## config.mk

```make
export PLATFORM = sky130hd
export DESIGN_NAME = dqsw_leveling_trainer
export DESIGN_NICKNAME = d
export VERILOG_FILES = /design/src/rtl/dqsw_trainer_pkg.sv /design/src/rtl/dqsw_sample_voter.sv /design/src/rtl/dqsw_leveling_trainer.sv
export SDC_FILE = /design/constraint.sdc
export NUM_CORES = 1
export LEC_CHECK = 0
export ABC_AREA = 0
export BUFFER_PORTS_ARGS = -buffer_cell sky130_fd_sc_hd__buf_4
export CORE_MARGIN = 2
export CORE_UTILIZATION = 50
export CTS_BUF_LIST = sky130_fd_sc_hd__clkbuf_4
export DETAILED_ROUTE_END_ITERATION = 10
export PLACE_DENSITY = 0.78
export SLEW_MARGIN = 15
export SYNTH_ARGS = -nofsm -noshare
export SYNTH_HDL_FRONTEND = slang
export SYNTH_SLANG_ARGS = --single-unit
export TNS_END_PERCENT = 5
```

## constraint.sdc

```tcl
create_clock -name FAB_CLK -period 2.2 [get_ports FAB_CLK]
set_input_delay 0.11 -clock FAB_CLK [delete_from_list [all_inputs] [get_ports FAB_CLK]]
set_output_delay 0.11 -clock FAB_CLK [all_outputs]
set_load 0.01 [all_outputs]
```

## src/rtl/dqsw_trainer_pkg.sv

```systemverilog
// Shared encodings for the DQSW write-leveling trainer: FSM states, DQS pulse
// patterns and the eye-monitor retry limit.
package dqsw_trainer_pkg;

  typedef enum logic [2:0] {
    S_IDLE,
    S_LOAD,
    S_SETTLE,
    S_PULSE,
    S_WAIT,
    S_CAPTURE,
    S_DECIDE,
    S_MOVE
  } state_e;

  localparam logic [1:0] TX_PULSE = 2'b01;
  localparam logic [1:0] OE_PULSE = 2'b11;
  localparam logic [1:0] TXOE_IDLE = 2'b00;

  localparam logic [1:0] EYE_RETRY_LIMIT = 2'd3;

endpackage

```

## src/rtl/dqsw_sample_voter.sv

```systemverilog
// Per-tap sample accumulator: counts captured DQ samples and ones, and gives the
// majority vote (ties vote 0) plus a flag marking the final sample of the tap.
module dqsw_sample_voter #(
  parameter int unsigned SAMPLE_COUNT = 4
) (
  input  logic clk_i,
  input  logic rst_i,
  input  logic clear_i,
  input  logic capture_i,
  input  logic sample_i,
  output logic vote_o,
  output logic last_o
);

  localparam logic [3:0] LAST_IDX = 4'(SAMPLE_COUNT - 1);
  localparam logic [4:0] THRESH   = 5'(SAMPLE_COUNT);

  logic [3:0] ones_q, ones_d;
  logic [3:0] samples_q, samples_d;

  // NOTE: every combinational output gets a default first, so no path leaves it
  // unassigned and no latch is inferred.
  always_comb begin
    ones_d    = ones_q;
    samples_d = samples_q;
    if (clear_i) begin
      ones_d    = '0;
      samples_d = '0;
    end else if (capture_i) begin
      ones_d    = ones_q + {3'b000, sample_i};
      samples_d = samples_q + 4'd1;
    end
  end

  // NOTE: state registers use non-blocking assignments so all flops update
  // together at the edge regardless of block ordering.
  always_ff @(posedge clk_i) begin
    if (rst_i) begin
      ones_q    <= '0;
      samples_q <= '0;
    end else begin
      ones_q    <= ones_d;
      samples_q <= samples_d;
    end
  end

  assign last_o = (samples_q == LAST_IDX);
  assign vote_o = ({ones_q, 1'b0} > THRESH);

endmodule

```

## src/rtl/dqsw_leveling_trainer.sv

```systemverilog
// DQSW write-leveling sweep controller: steps the IOD delay line until a stable
// 0->1 on the returned DQ. Optional eye-monitor retries: `define DQSW_EYE_MONITOR_EN.
module dqsw_leveling_trainer
  import dqsw_trainer_pkg::*;
#(
  parameter int unsigned TAP_W         = 8,
  parameter int unsigned MAX_TAPS      = 255,
  parameter int unsigned SETTLE_CYCLES = 8,
  parameter int unsigned SAMPLE_COUNT  = 4
) (
  input  logic             FAB_CLK,
  input  logic             RESET,
  input  logic             START,
  output logic             BUSY,
  output logic             DONE,
  output logic             FAIL,
  output logic [TAP_W-1:0] TAP_COUNT,
  output logic [1:0]       TX_DATA,
  output logic [1:0]       OE_DATA,
  input  logic [1:0]       RX_DATA,
  output logic             DELAY_LINE_LOAD,
  output logic             DELAY_LINE_MOVE,
  output logic             DELAY_LINE_DIRECTION,
  input  logic             DELAY_LINE_OUT_OF_RANGE,
  output logic             EYE_MONITOR_CLEAR_FLAGS,
  input  logic             EYE_MONITOR_EARLY,
  input  logic             EYE_MONITOR_LATE
);

  localparam logic [7:0]       SETTLE_LAST = 8'(SETTLE_CYCLES - 1);
  localparam logic [TAP_W-1:0] LAST_TAP    = TAP_W'(MAX_TAPS);

  state_e           state_q, state_d;
  logic [TAP_W-1:0] tap_q, tap_d;
  logic [TAP_W-1:0] tap_count_q, tap_count_d;
  logic [7:0]       cnt_q, cnt_d;
  logic             done_q, done_d;
  logic             fail_q, fail_d;
  logic             seen_zero_q, seen_zero_d;

  logic voter_clear, voter_capture, voter_sample, vote, last_sample;
  logic unused_bits;

`ifdef DQSW_EYE_MONITOR_EN
  logic [1:0] retry_q, retry_d;
  logic       eye_flag;
  assign eye_flag    = EYE_MONITOR_EARLY | EYE_MONITOR_LATE;
  assign unused_bits = RX_DATA[1];
`else
  assign unused_bits = ^{RX_DATA[1], EYE_MONITOR_EARLY, EYE_MONITOR_LATE};
`endif

  dqsw_sample_voter #(
    .SAMPLE_COUNT(SAMPLE_COUNT)
  ) u_voter (
    .clk_i    (FAB_CLK),
    .rst_i    (RESET),
    .clear_i  (voter_clear),
    .capture_i(voter_capture),
    .sample_i (voter_sample),
    .vote_o   (vote),
    .last_o   (last_sample)
  );

  always_comb begin
    state_d       = state_q;
    tap_d         = tap_q;
    tap_count_d   = tap_count_q;
    cnt_d         = cnt_q;
    done_d        = done_q;
    fail_d        = fail_q;
    seen_zero_d   = seen_zero_q;
    voter_clear   = 1'b0;
    voter_capture = 1'b0;
    voter_sample  = RX_DATA[0];
`ifdef DQSW_EYE_MONITOR_EN
    retry_d       = retry_q;
`endif
    unique case (state_q)
      S_IDLE: begin
        if (START) begin
          done_d      = 1'b0;
          fail_d      = 1'b0;
          seen_zero_d = 1'b0;
          state_d     = S_LOAD;
        end
      end
      S_LOAD: begin
        tap_d   = '0;
        cnt_d   = '0;
        state_d = S_SETTLE;
      end
      S_SETTLE, S_WAIT: begin
        if (cnt_q == SETTLE_LAST) begin
          cnt_d   = '0;
          state_d = (state_q == S_SETTLE) ? S_PULSE : S_CAPTURE;
        end else begin
          cnt_d = cnt_q + 8'd1;
        end
      end
      S_PULSE: state_d = S_WAIT;
      S_CAPTURE: begin
`ifdef DQSW_EYE_MONITOR_EN
        // A flagged sample is re-pulsed; once retries run out it is taken as 0.
        if (eye_flag && (retry_q != EYE_RETRY_LIMIT)) begin
          retry_d = retry_q + 2'd1;
          state_d = S_PULSE;
        end else begin
          retry_d       = '0;
          voter_capture = 1'b1;
          voter_sample  = RX_DATA[0] & ~eye_flag;
          state_d       = last_sample ? S_DECIDE : S_PULSE;
        end
`else
        voter_capture = 1'b1;
        state_d       = last_sample ? S_DECIDE : S_PULSE;
`endif
      end
      S_DECIDE: begin
        voter_clear = 1'b1;
        if (vote && seen_zero_q) begin
          tap_count_d = tap_q;
          done_d      = 1'b1;
          state_d     = S_IDLE;
        end else begin
          if (!vote) seen_zero_d = 1'b1;
          if ((tap_q == LAST_TAP) || DELAY_LINE_OUT_OF_RANGE) begin
            fail_d  = 1'b1;
            state_d = S_IDLE;
          end else begin
            state_d = S_MOVE;
          end
        end
      end
      S_MOVE: begin
        tap_d   = tap_q + 1'b1;
        cnt_d   = '0;
        state_d = S_SETTLE;
      end
      default: state_d = S_IDLE;
    endcase
  end

  always_ff @(posedge FAB_CLK) begin
    if (RESET) begin
      state_q     <= S_IDLE;
      tap_q       <= '0;
      tap_count_q <= '0;
      cnt_q       <= '0;
      done_q      <= 1'b0;
      fail_q      <= 1'b0;
      seen_zero_q <= 1'b0;
`ifdef DQSW_EYE_MONITOR_EN
      retry_q     <= '0;
`endif
    end else begin
      state_q     <= state_d;
      tap_q       <= tap_d;
      tap_count_q <= tap_count_d;
      cnt_q       <= cnt_d;
      done_q      <= done_d;
      fail_q      <= fail_d;
      seen_zero_q <= seen_zero_d;
`ifdef DQSW_EYE_MONITOR_EN
      retry_q     <= retry_d;
`endif
    end
  end

  assign BUSY                 = (state_q != S_IDLE);
  assign DONE                 = done_q;
  assign FAIL                 = fail_q;
  assign TAP_COUNT            = tap_count_q;
  assign TX_DATA              = (state_q == S_PULSE) ? TX_PULSE : TXOE_IDLE;
  assign OE_DATA              = (state_q == S_PULSE) ? OE_PULSE : TXOE_IDLE;
  assign DELAY_LINE_LOAD      = (state_q == S_LOAD);
  assign DELAY_LINE_MOVE      = (state_q == S_MOVE);
  assign DELAY_LINE_DIRECTION = BUSY;
`ifdef DQSW_EYE_MONITOR_EN
  assign EYE_MONITOR_CLEAR_FLAGS = (state_q == S_PULSE);
`else
  assign EYE_MONITOR_CLEAR_FLAGS = 1'b0;
`endif

endmodule
```

## Yosys cells after proc, flatten, opt, wreduce, memory -nomap -nowiden

Cells that the tools add are included.

| word-level totals | value |
|---|---|
| memories | 0 |
| bits of input ports | 8 |
| word-level logic and storage cells | 68 |
| register bits | 38 |
| memory bits (read-only) | 0 |
| RAM bits | 0 |
| latch bits | 0 |
| output and inout bits | 19 |

| operators by class | value |
|---|---|
| mux-type cells | 23 |
| shift-type cells | 0 |
| bitwise gates (word level) | 0 |
| div/mod/pow operators | 0 |
| equal/unequal tests | 16 |
| $lt $le $gt $ge | 1 |
| $mul | 0 |
| reductions and logical operators | 15 |
| add/sub/neg operators | 4 |

Operators by type and width:

| operator | count |
|---|---|
| $pmux W8 S2 | 2 |
| $mux W3 | 6 |
| $pmux W3 S6 | 1 |
| $add A8 B1 Y8 const B | 2 |
| $eq A3 B3 Y1 const B | 4 |
| $ne A2 B2 Y1 const B | 6 |
| $mux W1 | 9 |
| $eq A8 B3 Y1 const B | 1 |
| $eq A8 B8 Y1 const B | 1 |
| $mux W8 | 1 |
| $reduce_and A4 Y1 | 2 |
| $eq A3 B2 Y1 const B | 2 |
| $pmux W1 S2 | 3 |
| $reduce_bool A2 Y1 | 3 |
| $reduce_or A2 Y1 | 3 |
| $gt A5 B3 Y1 const B | 1 |
| $add A4 B1 Y4 | 1 |
| $add A4 B1 Y4 const B | 1 |
| $eq A4 B2 Y1 const B | 1 |
| $reduce_and A2 Y1 | 2 |
| $eq A3 B1 Y1 const B | 1 |
| $logic_not A3 Y1 | 1 |
| $reduce_and A3 Y1 | 1 |
| $reduce_bool A3 Y1 | 1 |
| 3 further kinds | 3 |

## Depth between registers and ports, before layout

Gate-level depths: netlist of run 1.

| depth | value |
|---|---|
| word-level depth | 5 |
| gate-level depth with buffers | 7 |
| gate-level depth less buffers | 6 |

## Modules after synthesis

A second synthesis of run 1 with hierarchy kept.

| unflattened totals | value |
|---|---|
| cells, all modules | 203 |
| area total of the unflattened synthesis | 1,939.4 um^2 |

Modules (own cells, without submodules):

| module | seq. area each (um^2) | area each (um^2) | instances | cells each |
|---|---|---|---|---|
| dqsw_leveling_trainer | 600.6 | 1,511.4 | 1 | 165 |
| dqsw_sample_voter | 160.2 | 427.9 | 1 | 38 |

## Worst setup path before layout of run 1

OpenSTA, ideal clock, no wires.

| timing | value |
|---|---|
| path kind | flip-flop to flip-flop |
| from | reg cnt_q[0] |
| to | reg cnt_q[6] |
| period minus slack after synthesis | 1.661 ns |
| path buffers | 0 |
| data required time | 2.121 ns |
| arrival | 1.582 ns |
| setup time | 0.079 ns |
| path slack | 0.539 ns |
| cell stages (with the launch flop) | 6 |
| cells stage by stage | dfxtp_1 -> ha_1 -> and4bb_4 -> a211oi_4 -> or4b_1 -> o211ai_1 |

| between the ends | value |
|---|---|
| word-level cells in the longest chain between the ends | 3 |
| elaborated cells on any way between the ends | 4 |
| classes of those cells | 1 x add/sub; 1 x eq/ne; 2 x mux |

Ends and longest elaborated chain:

| what | RTL line | RTL |
|---|---|---|
| from (decl) | dqsw_leveling_trainer.sv:36 | `logic [7:0] cnt_q, cnt_d;` |
| from (signal assigned) | dqsw_leveling_trainer.sv:160 | `cnt_q <= cnt_d;` |
| $add A8 B1 Y8 or $eq A8 B3 Y1 (tied branches) | dqsw_leveling_trainer.sv:98, dqsw_leveling_trainer.sv:94 |  |
| $mux W8 * | dqsw_leveling_trainer.sv:94 | `if (cnt_q == SETTLE_LAST) begin` |
| $pmux W8 S2 * | dqsw_leveling_trainer.sv:79 | `unique case (state_q)` |

Mark *: on every way between the ends. The rest lies on a longest branch, timed or not.
A chain may end at the register's enable or synchronous reset.

## Worst setup path after layout of run 1

| timing | value |
|---|---|
| from | reg state_q[1] |
| to | out OE_DATA[1] |

| between the ends | value |
|---|---|
| word-level cells in the longest chain between the ends | 2 |

Ends and longest elaborated chain:

| what | RTL line | RTL |
|---|---|---|
| from (decl) | dqsw_leveling_trainer.sv:33 | `state_e state_q, state_d;` |
| from (signal assigned) | dqsw_leveling_trainer.sv:157 | `state_q <= state_d;` |
| $eq A3 B2 Y1 | dqsw_leveling_trainer.sv:175 | `assign OE_DATA = (state_q == S_PULSE) ? OE_PULSE : TXOE_IDLE;` |
| $mux W2 | dqsw_leveling_trainer.sv:175 |  |
| to (decl) | dqsw_leveling_trainer.sv:19 | `output logic [1:0] OE_DATA,` |

Every way passes these cells.

==> impl_metrics.toml, run 1 <==
[synthesis]
synth-edff-count = 0
synthMuxAreaShare = 0.0503
yosys_warnings = 0
yosysTopAreaCell = "dfxtp_1"
synth_cells = 231
synth_most_common_cell = "dfxtp_1"
yosysUniqueCellTypes = 54
async_flop_share = 0
synth_area_leaders = "dfxtp_1 (38%), nor2_1 (4.8%), a21oi_1 (4.5%)"
synthFlopType = "dfxtp_1"
netlist_area_um2 = 2010
yosysSeqAreaShare = 0.378
ys_top_cells_by_count = "dfxtp_1 (38), nor2_1 (26), a21oi_1 (18), nand2_1 (18), mux2i_1 (9)"
synthSimpleGateAreaFrac = 0.252
syn_avg_cell_area_um2 = 8.72
synth_xor_area_frac = 0.0280
yosysTopAreaCellShare = 0.378
synth.ff_latch_count = 38
synth_compound_area_frac = 0.199
synth_top_family_by_area = "simple AND/OR/NAND/NOR gates"
synth_adder_area_share = 0.0311

[die]
io_pins = 27
core_um2 = 3940
core.rowCount = 23
dieWidth_um = 67.5
die-area_um2 = 4550
initial_core_util = 0.511
die_height_um = 67.5

[clocking]
clk_pin_slew_ns = 0.11
clk_latency_ns = 0.35
cts_max_level = 2
cts_tree = "done"
clk_path_buf_depth = 2
clockRootBuffer = "clkbuf_4"
post_cts_resized = 0
numCtsBuffers = 5
clock-sinks = 38

[grt]
grt_max_degree = 40
grt_pass1_wl_um = 6450
grt_pass1_vias = 1442
antenna_found_initial = 0
grt.total_usage = 0.191
grt.overflow.total = 0

[finish]
fillerInstances = 378
final_core_util = 0.565
diodes = 0
drive_gt1_frac = 0.173
fin_cells = 298
syn2layout_area_growth_pct = 10.5
final_net_count = 261
final_cell_area_um2 = 2230

[detailed_routing]
routed_wirelength_um = 3930
postRouteAntennaNets = 0
remaining_drc_errors = 0
drt_iter0_markers = 95
vias = 1665
via_per_inst = 5.59
post_drt_wl_per_cell_um = 13.2
drtPass1Iterations = 6

[placed_design]
post-dp-hpwl_um = 2740
dp_cells = 290
place.gp.congestion = 0.833
io_buffers = 21
dpl_worst_slack_ns = 0.396
place_area_um2 = 2170

[timing]
finalCriticalPeriod_ns = 1.86
fin_skew_ns = 0.00776
slew_headroom = 0.656
grt_setup_unrepaired = "false"
period_share = 0.843
tightest_slew_ns = 0.516
fin_ws_ns = 0.345
max_freq_mhz = 539
fin_tns_setup_ns = 0
finalHoldViolCount = 0
setup_viol = 0
slew_violations = 0

[critical_path]
path_cells = "buf_4 -> nor2b_1 -> and2_1 -> buf_4"
cp.required_ns = 2.09
crit_arrival_ns = 1.75
start_kind = "flip-flop"
crit_top_cell = "buf_4"
cpPeakStageDelay_ns = 0.49
endpoint_kind = "output port"
crit_fanout = 17
setup.worst_path.class = "reg -> out"
cp_slowest_cell = "dfxtp_1"

[power]
leakagePower_nw = 0.884
p_per_area_nw_per_um2 = 754
worst_ir_drop_vdd_mv = 0.527

[flow_run]
cap_violations = 0

[run_status]
status = "completed"

[min_path]
hp-class = "in -> reg"
registers in the layout, summed over array words and instances, names as in the netlist:
signal / cells
TAP_COUNT: 8
cnt_q: 8
tap_q: 8
u_voter.ones_q: 4
u_voter.samples_q: 4
state_q: 3
DONE: 1
FAIL: 1
seen_zero_q: 1
routing by layer:
metal	track usage	part of all wire	vias to the layer above	routed length (um)
met1	0.244	0.48	766	1890
met3	0.0450	0.032	5	124
li1	-	-	865	-
met5	0	0	-	0
met2	0.300	0.47	29	1840
met4	0.0918	0.020	0	77
critical path, delay by kind of cell (launching register included):
kind          cells  cell delay, ns
buf+inv           2            0.42
flops             1            0.49
simple gates      2            0.49
cell usage in the layout (no fill, tap or decap), drive strengths merged, types with 4 or more instances in the layout:
cell type / n
nor2b: 8
a21oi: 18
clkbuf: 5
buf: 25
a22oi: 6
dfxtp: 38
nand3: 8
nand2: 18
or3b: 4
o211ai: 6
mux2i: 9
ha: 5
inv: 6
o21ai: 8
nor3: 5
nor2: 26
through the flow:
| step | hold slack [ns] | power, W |
|---|---|---|
| 6_report | 0.0710 | 0.00168 |
| 4_1_cts | 0.0589 | 0.00169 |
| 5_1_grt | 0.0894 | 0.00177 |
| 3_3_place_gp | 0.323 | 0.00134 |
| 3_5_place_dp | 0.335 | 0.00135 |
| 2_1_floorplan | 0.198 | 0.00121 |
cells by family (layout without fill, tap and decap cells):
group	count (synthesis)	after routing
other	1	2
adder cells (fa/ha/maj)	5	5
AO/OA/AOI/OAI	58	58
flip-flops	38	38
buffers and inverters	23	39
multiplexers	10	10
AND/OR/NAND/NOR	92	92
XOR/XNOR	4	4
where the power goes:
group	switching, W	internal, W	leakage [nW]	total (W)
clock	0.000230	0.000115	0.0308	0.000345
combinational	0.000318	0.000248	0.546	0.000566
sequential	0.0000479	0.000719	0.307	0.000767
cell type report:
| class | count | area [um2] | share of cell area |
|---|---|---|---|
| Clock buffer | 5 | 37.5 | 0.0169 |
| Clock inverter | 2 | 10.0 | 0.00450 |
| Inverter | 6 | 22.5 | 0.0101 |
| Multi-Input combinational cell | 171 | 1130 | 0.510 |
| Sequential cell | 38 | 761 | 0.342 |
| Tap cell | 50 | 62.6 | 0.0281 |
| Timing Repair Buffer | 26 | 198 | 0.0888 |
worst paths after layout:
check,start,to,slack (ns),cells after the start
setup / recovery,state_q[1],OE_DATA[1],0.34,4
hold / removal,DELAY_LINE_OUT_OF_RANGE,state_q[1],0.07,4
setup reg to reg,cnt_q[0],cnt_q[6],0.37,5
hold reg to reg,DONE,DONE,0.49,2
repair_timing:
action,in CTS,in global routing
hold buffers,1,0
endpoints found under the hold margin,2,0
endpoints found under the setup margin,0,0
setup buffers,0,0
No activity file was read; power rests on OpenSTA's default activity.
==> inputs of run 2 (changes only) <==
Settings changed: PLACE_DENSITY 0.78 to 0.81.
Clock period 2.2 ns to 1.5 ns, I/O delays scaled along.
==> run 2 against run 1 <==
The run now ends with setup timing left; worst hold slack got worse by 0.054 ns; critical path depth is 1 higher; clock-buffer cell count is the same; non-clock buffer count grew 38; sequential share of layout area decreased by 5.2 points; register-to-register slack got worse by 0.50 ns; wire length grew 22%; critical path type is now reg -> reg; critical endpoint is now cnt_q[3].
==> impl_metrics.toml, run 2 (synthesized netlist as in run 1, its figures left out) <==
[run_status]
status = "finished with violations"
violations = "setup timing"

[min_path]
hp-class = "in -> reg"
holdPathStages = 4
hold_path_end = "state_q[0]"
hp-start = "DELAY_LINE_OUT_OF_RANGE"

[grt]
antenna_found_initial = 0
grt_pass1_vias = 1684
grt_pass1_wl_um = 7660
grt_max_degree = 40
grt.overflow.total = 0
grt.total_usage = 0.221

[critical_path]
crit_fanout = 6
cp.required_ns = 1.80
crit_arrival_ns = 1.93
critPathTopFamily = "simple AND/OR/NAND/NOR gates"
r2r_slack_ns = -0.13
start_kind = "flip-flop"
r2r_end = "cnt_q[3]"
cp_slowest_cell = "or4b_1"
startpoint = "cnt_q[1]"
cpPeakStageDelay_ns = 0.47
r2r-start = "cnt_q[1]"
endpoint_kind = "flip-flop"
cp_num_buf_inv = 0
setup.worst_path.class = "reg -> reg"
path_cells = "ha_4 -> and4bb_4 -> a211oi_4 -> or4b_1 -> o211ai_1"
reg2regPathDepth = 5

[flow_run]
cap_violations = 0

[power]
worst_ir_drop_vdd_mv = 1.01
switching_share = 0.319
switching_power_w = 0.00102
internal_power_w = 0.00219
clkPwrFrac = 0.275
p_per_area_nw_per_um2 = 1200
p_seq_frac = 0.355
combPwrFrac = 0.370
leakagePower_nw = 1.12

[finish]
drive_gt1_frac = 0.355
fillerInstances = 306
syn2layout_area_growth_pct = 33.2
multi_input_area_um2 = 1210
final_common_cell = "buf_4"
final_cell_area_um2 = 2680
final_cell_mix = "buf_4 (57), dfxtp_1 (28), nor2_1 (26), nand2_1 (18), a21oi_1 (16)"
final_core_util = 0.681
register_area_um2 = 778
diodes = 0
final_net_count = 299

[timing]
max_freq_mhz = 613
grt_setup_unrepaired = "true"
setup_viol = 7
fin_ws_ns = -0.131
finalCriticalPeriod_ns = 1.63
fin_skew_ns = 0.0110
slew_violations = 0
finalHoldViolCount = 0
period_share = 1.09

[detailed_routing]
vias = 1849
postRouteAntennaNets = 0
routed_wirelength_um = 4780
drtPass1Iterations = 4
via_per_inst = 5.49
post_drt_wl_per_cell_um = 14.2
drt_iter0_markers = 82
remaining_drc_errors = 0

[clocking]
clockRootBuffer = "clkbuf_4"
cts_max_level = 2
clk_pin_slew_ns = 0.13
numCtsBuffers = 5
cts_tree = "done"
clk_path_buf_depth = 2
clk_latency_ns = 0.36
clock-sinks = 38

[die]
dieWidth_um = 67.5
io_pins = 27
core_um2 = 3940
core.rowCount = 23
die-area_um2 = 4550
die_height_um = 67.5
initial_core_util = 0.511

[placed_design]
place_area_um2 = 2470
post-dp-hpwl_um = 3080
place.gp.congestion = 0.853
io_buffers = 21
run 2: cell types whose count changed in the layout (fill, tap and decap cells not counted), sizes merged:
cell    before  now
buf         25   63
bufinv       0    2
clkinv       2    1
run 2: worst max-delay path by stage:
stage / cells past startpoint / to / slack, ns
floorplan: 5 / cnt_q[6] / -0.11
global placement: 5 / cnt_q[6] / -0.09
detailed placement: 5 / cnt_q[6] / -0.12
CTS: 5 / cnt_q[3] / -0.12
global route: 5 / cnt_q[7] / -0.22
finish: 5 / cnt_q[3] / -0.13
run 2: worst reg2reg max path, stage by stage (launching register included):
cell and delay [ns]:
dfxtp_2 0.36, ha_4 0.16, and4bb_4 0.21, a211oi_4 0.28, or4b_1 0.47, o211ai_1 0.09
run 2: per-layer routing:
metal  part of all wire  global-route usage  vias to the layer above  routed length [um]
li1                   -                   -                      938                   -
met1               0.44               0.290                      860                2100
met2               0.50               0.363                       40                2380
met3              0.046              0.0383                       11                 218
met4              0.018              0.0816                        0                  88
met5                  0                   0                        -                   0
run 2: final cells by class:
type	count	area share
inverter	6	0.00839
tap	50	0.0233
clock buffer	5	0.0140
multi-input combinational	171	0.449
timing repair buffer	64	0.191
sequential	38	0.290
clock inverter	3	0.0238
run 2: metrics by stage:
| stage | setup slack, ns | TNS [ns] | hold WS, ns | total power [W] | instances |
|---|---|---|---|---|---|
| 2_1_floorplan | -0.105 | -0.408 | 0.163 | 0.00179 | 232 |
| 6_report | -0.131 | -0.496 | 0.0166 | 0.00321 | 337 |
| 5_1_grt | -0.216 | -1.33 | 0.0435 | 0.00334 | 337 |
| 3_3_place_gp | -0.0929 | -0.509 | 0.292 | 0.00219 | 328 |
| 4_1_cts | -0.123 | -0.419 | 0.0254 | 0.00314 | 337 |
| 3_5_place_dp | -0.119 | -0.775 | 0.291 | 0.00220 | 328 |
run 2: power by group through the flow:
stage          Sequential [W]  Clock [W]  Combinational, W
2_1_floorplan         0.00114          0          0.000642
3_3_place_gp          0.00114          0           0.00105
3_5_place_dp          0.00115          0           0.00106
4_1_cts               0.00113   0.000882           0.00113
5_1_grt               0.00115   0.000920           0.00127
6_report              0.00114   0.000884           0.00119
run 2: timing repair:
action | in CTS | in global routing
hold buffers | 1 | 0
setup endpoints to repair | 21 | 25
setup buffers | 0 | 0
pin swaps | 6 | 1
hold endpoints to repair | 2 | 0
resized for setup | 22 | 12
==> inputs of run 3 (changes only) <==
Settings changed: CORE_MARGIN 2 to default, CORE_UTILIZATION 50 to 53, PLACE_DENSITY 0.81 to 0.84.
==> run 3 against run 2 <==
The flow still finishes with violations (setup timing); clock skew increased by 0.00084 ns; register-to-register slack got worse by 0.07 ns; non-clock buffer count decreased by 4; power increased by 3.0%; core utilization increased by 5.2 points; worst setup slack got worse by 0.066 ns; via count increased by 2.1%; combinational power increased by 8%; critical path depth unchanged; global-route usage increased by 4.1 points; die area decreased by 11%; critical endpoint is now cnt_q[6].
==> impl_metrics.toml, run 3 (synthesized netlist as in run 1, its figures left out) <==
[run_status]
status = "finished with violations"
violations = "setup timing"

[timing]
fin_skew_ns = 0.0118
max_freq_mhz = 589
grt_setup_unrepaired = "true"
finalCriticalPeriod_ns = 1.70
finalHoldViolCount = 0
setup_viol = 9
slew_violations = 0
fin_ws_ns = -0.197
fin_tns_setup_ns = -0.779
period_share = 1.13

[clocking]
clockRootBuffer = "clkbuf_4"
cts_tree = "done"
clk_path_buf_depth = 2
clk_pin_slew_ns = 0.13
clk_latency_ns = 0.35
numCtsBuffers = 5
cts_max_level = 2
clock-sinks = 38

[placed_design]
place.gp.congestion = 0.851
io_buffers = 21
dpl_worst_slack_ns = -0.155
place_area_um2 = 2410
dp_cells = 319
post-dp-hpwl_um = 3190

[grt]
grt_max_degree = 40
grt.overflow.total = 0
grt_pass1_vias = 1823
grt.total_usage = 0.262
antenna_found_initial = 0
grt_pass1_wl_um = 8270

[detailed_routing]
postRouteAntennaNets = 0
drt_iter0_markers = 130
drtPass1Iterations = 4
via_per_inst = 5.70
post_drt_wl_per_cell_um = 14.5
vias = 1887
routed_wirelength_um = 4800
remaining_drc_errors = 0

[finish]
fin_cells = 331
diodes = 0
fillerInstances = 261
syn2layout_area_growth_pct = 33.2
final_core_util = 0.733
final_cell_area_um2 = 2680
final_common_cell = "buf_4"
drive_gt1_frac = 0.367
final_cell_mix = "buf_4 (52), dfxtp_1 (27), nor2_1 (26), nand2_1 (18), a21oi_1 (17)"
final_net_count = 295

[die]
io_pins = 27
dieWidth_um = 63.7
initial_core_util = 0.550
die_height_um = 63.7
core.rowCount = 22
core_um2 = 3660
die-area_um2 = 4050

[power]
worst_ir_drop_vdd_mv = 0.813
switching_share = 0.317
clkPwrFrac = 0.267
p_seq_frac = 0.343
leakagePower_nw = 1.11
p_per_area_nw_per_um2 = 1230
switching_power_w = 0.00105
combPwrFrac = 0.390
internal_power_w = 0.00226

[critical_path]
start_kind = "flip-flop"
setup.worst_path.class = "reg -> reg"
crit_fanout = 6
crit_arrival_ns = 1.96
endpoint_kind = "flip-flop"
cp.required_ns = 1.76

[min_path]
hp-class = "in -> reg"

[flow_run]
cap_violations = 0
-- run 3: critical path, stage by stage, from the launching register on --
cell and delay, ns:
dfxtp_2 0.36, ha_4 0.16, and4bb_4 0.20, a211oi_4 0.32, or4b_1 0.48, o211ai_1 0.11
-- run 3: routing by layer --
| layer | share of wire | up-vias | track usage |
|---|---|---|---|
| li1 | - | 925 | - |
| met5 | 0 | - | 0 |
| met4 | 0.020 | 0 | 0.105 |
| met3 | 0.050 | 10 | 0.0598 |
| met2 | 0.47 | 55 | 0.412 |
| met1 | 0.46 | 897 | 0.343 |
-- run 3: power groups by stage --
stage	clock [W]	sequential, W	combinational (W)
after floorplan	0	0.00114	0.000642
after CTS	0.000896	0.00113	0.00118
after detailed placement	0	0.00114	0.00109
final	0.000884	0.00113	0.00129
after global routing	0.000946	0.00114	0.00138
after global placement	0	0.00114	0.00106
-- run 3: final cells by class --
cell class	instances	area, um2	area share
multi-input cells	171	1230	0.458
well taps	48	60.1	0.0224
flip-flops and latches	38	777	0.290
clock buffers	5	37.5	0.0140
inverters	6	22.5	0.00840
repair buffers	60	488	0.182
clock inverters	3	68.8	0.0257
-- run 3: worst paths after layout --
kind                end  cells past startpoint  slack, ns                    start
max reg2reg    cnt_q[6]                      5      -0.20                 cnt_q[1]
min          state_q[0]                      4       0.06  DELAY_LINE_OUT_OF_RANGE
max            cnt_q[6]                      5      -0.20                 cnt_q[1]
min reg2reg        DONE                      2       0.49                     DONE
-- run 3: metrics by stage --
step,power [W],hold WS (ns)
global route,0.00347,0.0521
floorplan,0.00179,0.163
detailed placement,0.00223,0.289
CTS,0.00321,0.0114
global placement,0.00220,0.288
finish,0.00331,0.0556
-- run 3: what timing repair did --
action | 4_1_cts | 5_1_grt
hold buffers | 1 | 0
gates resized for setup | 24 | 17
endpoints found under the setup margin | 22 | 27
setup buffers | 0 | 3
hold endpoints to repair | 2 | 0
pin swaps | 4 | 6
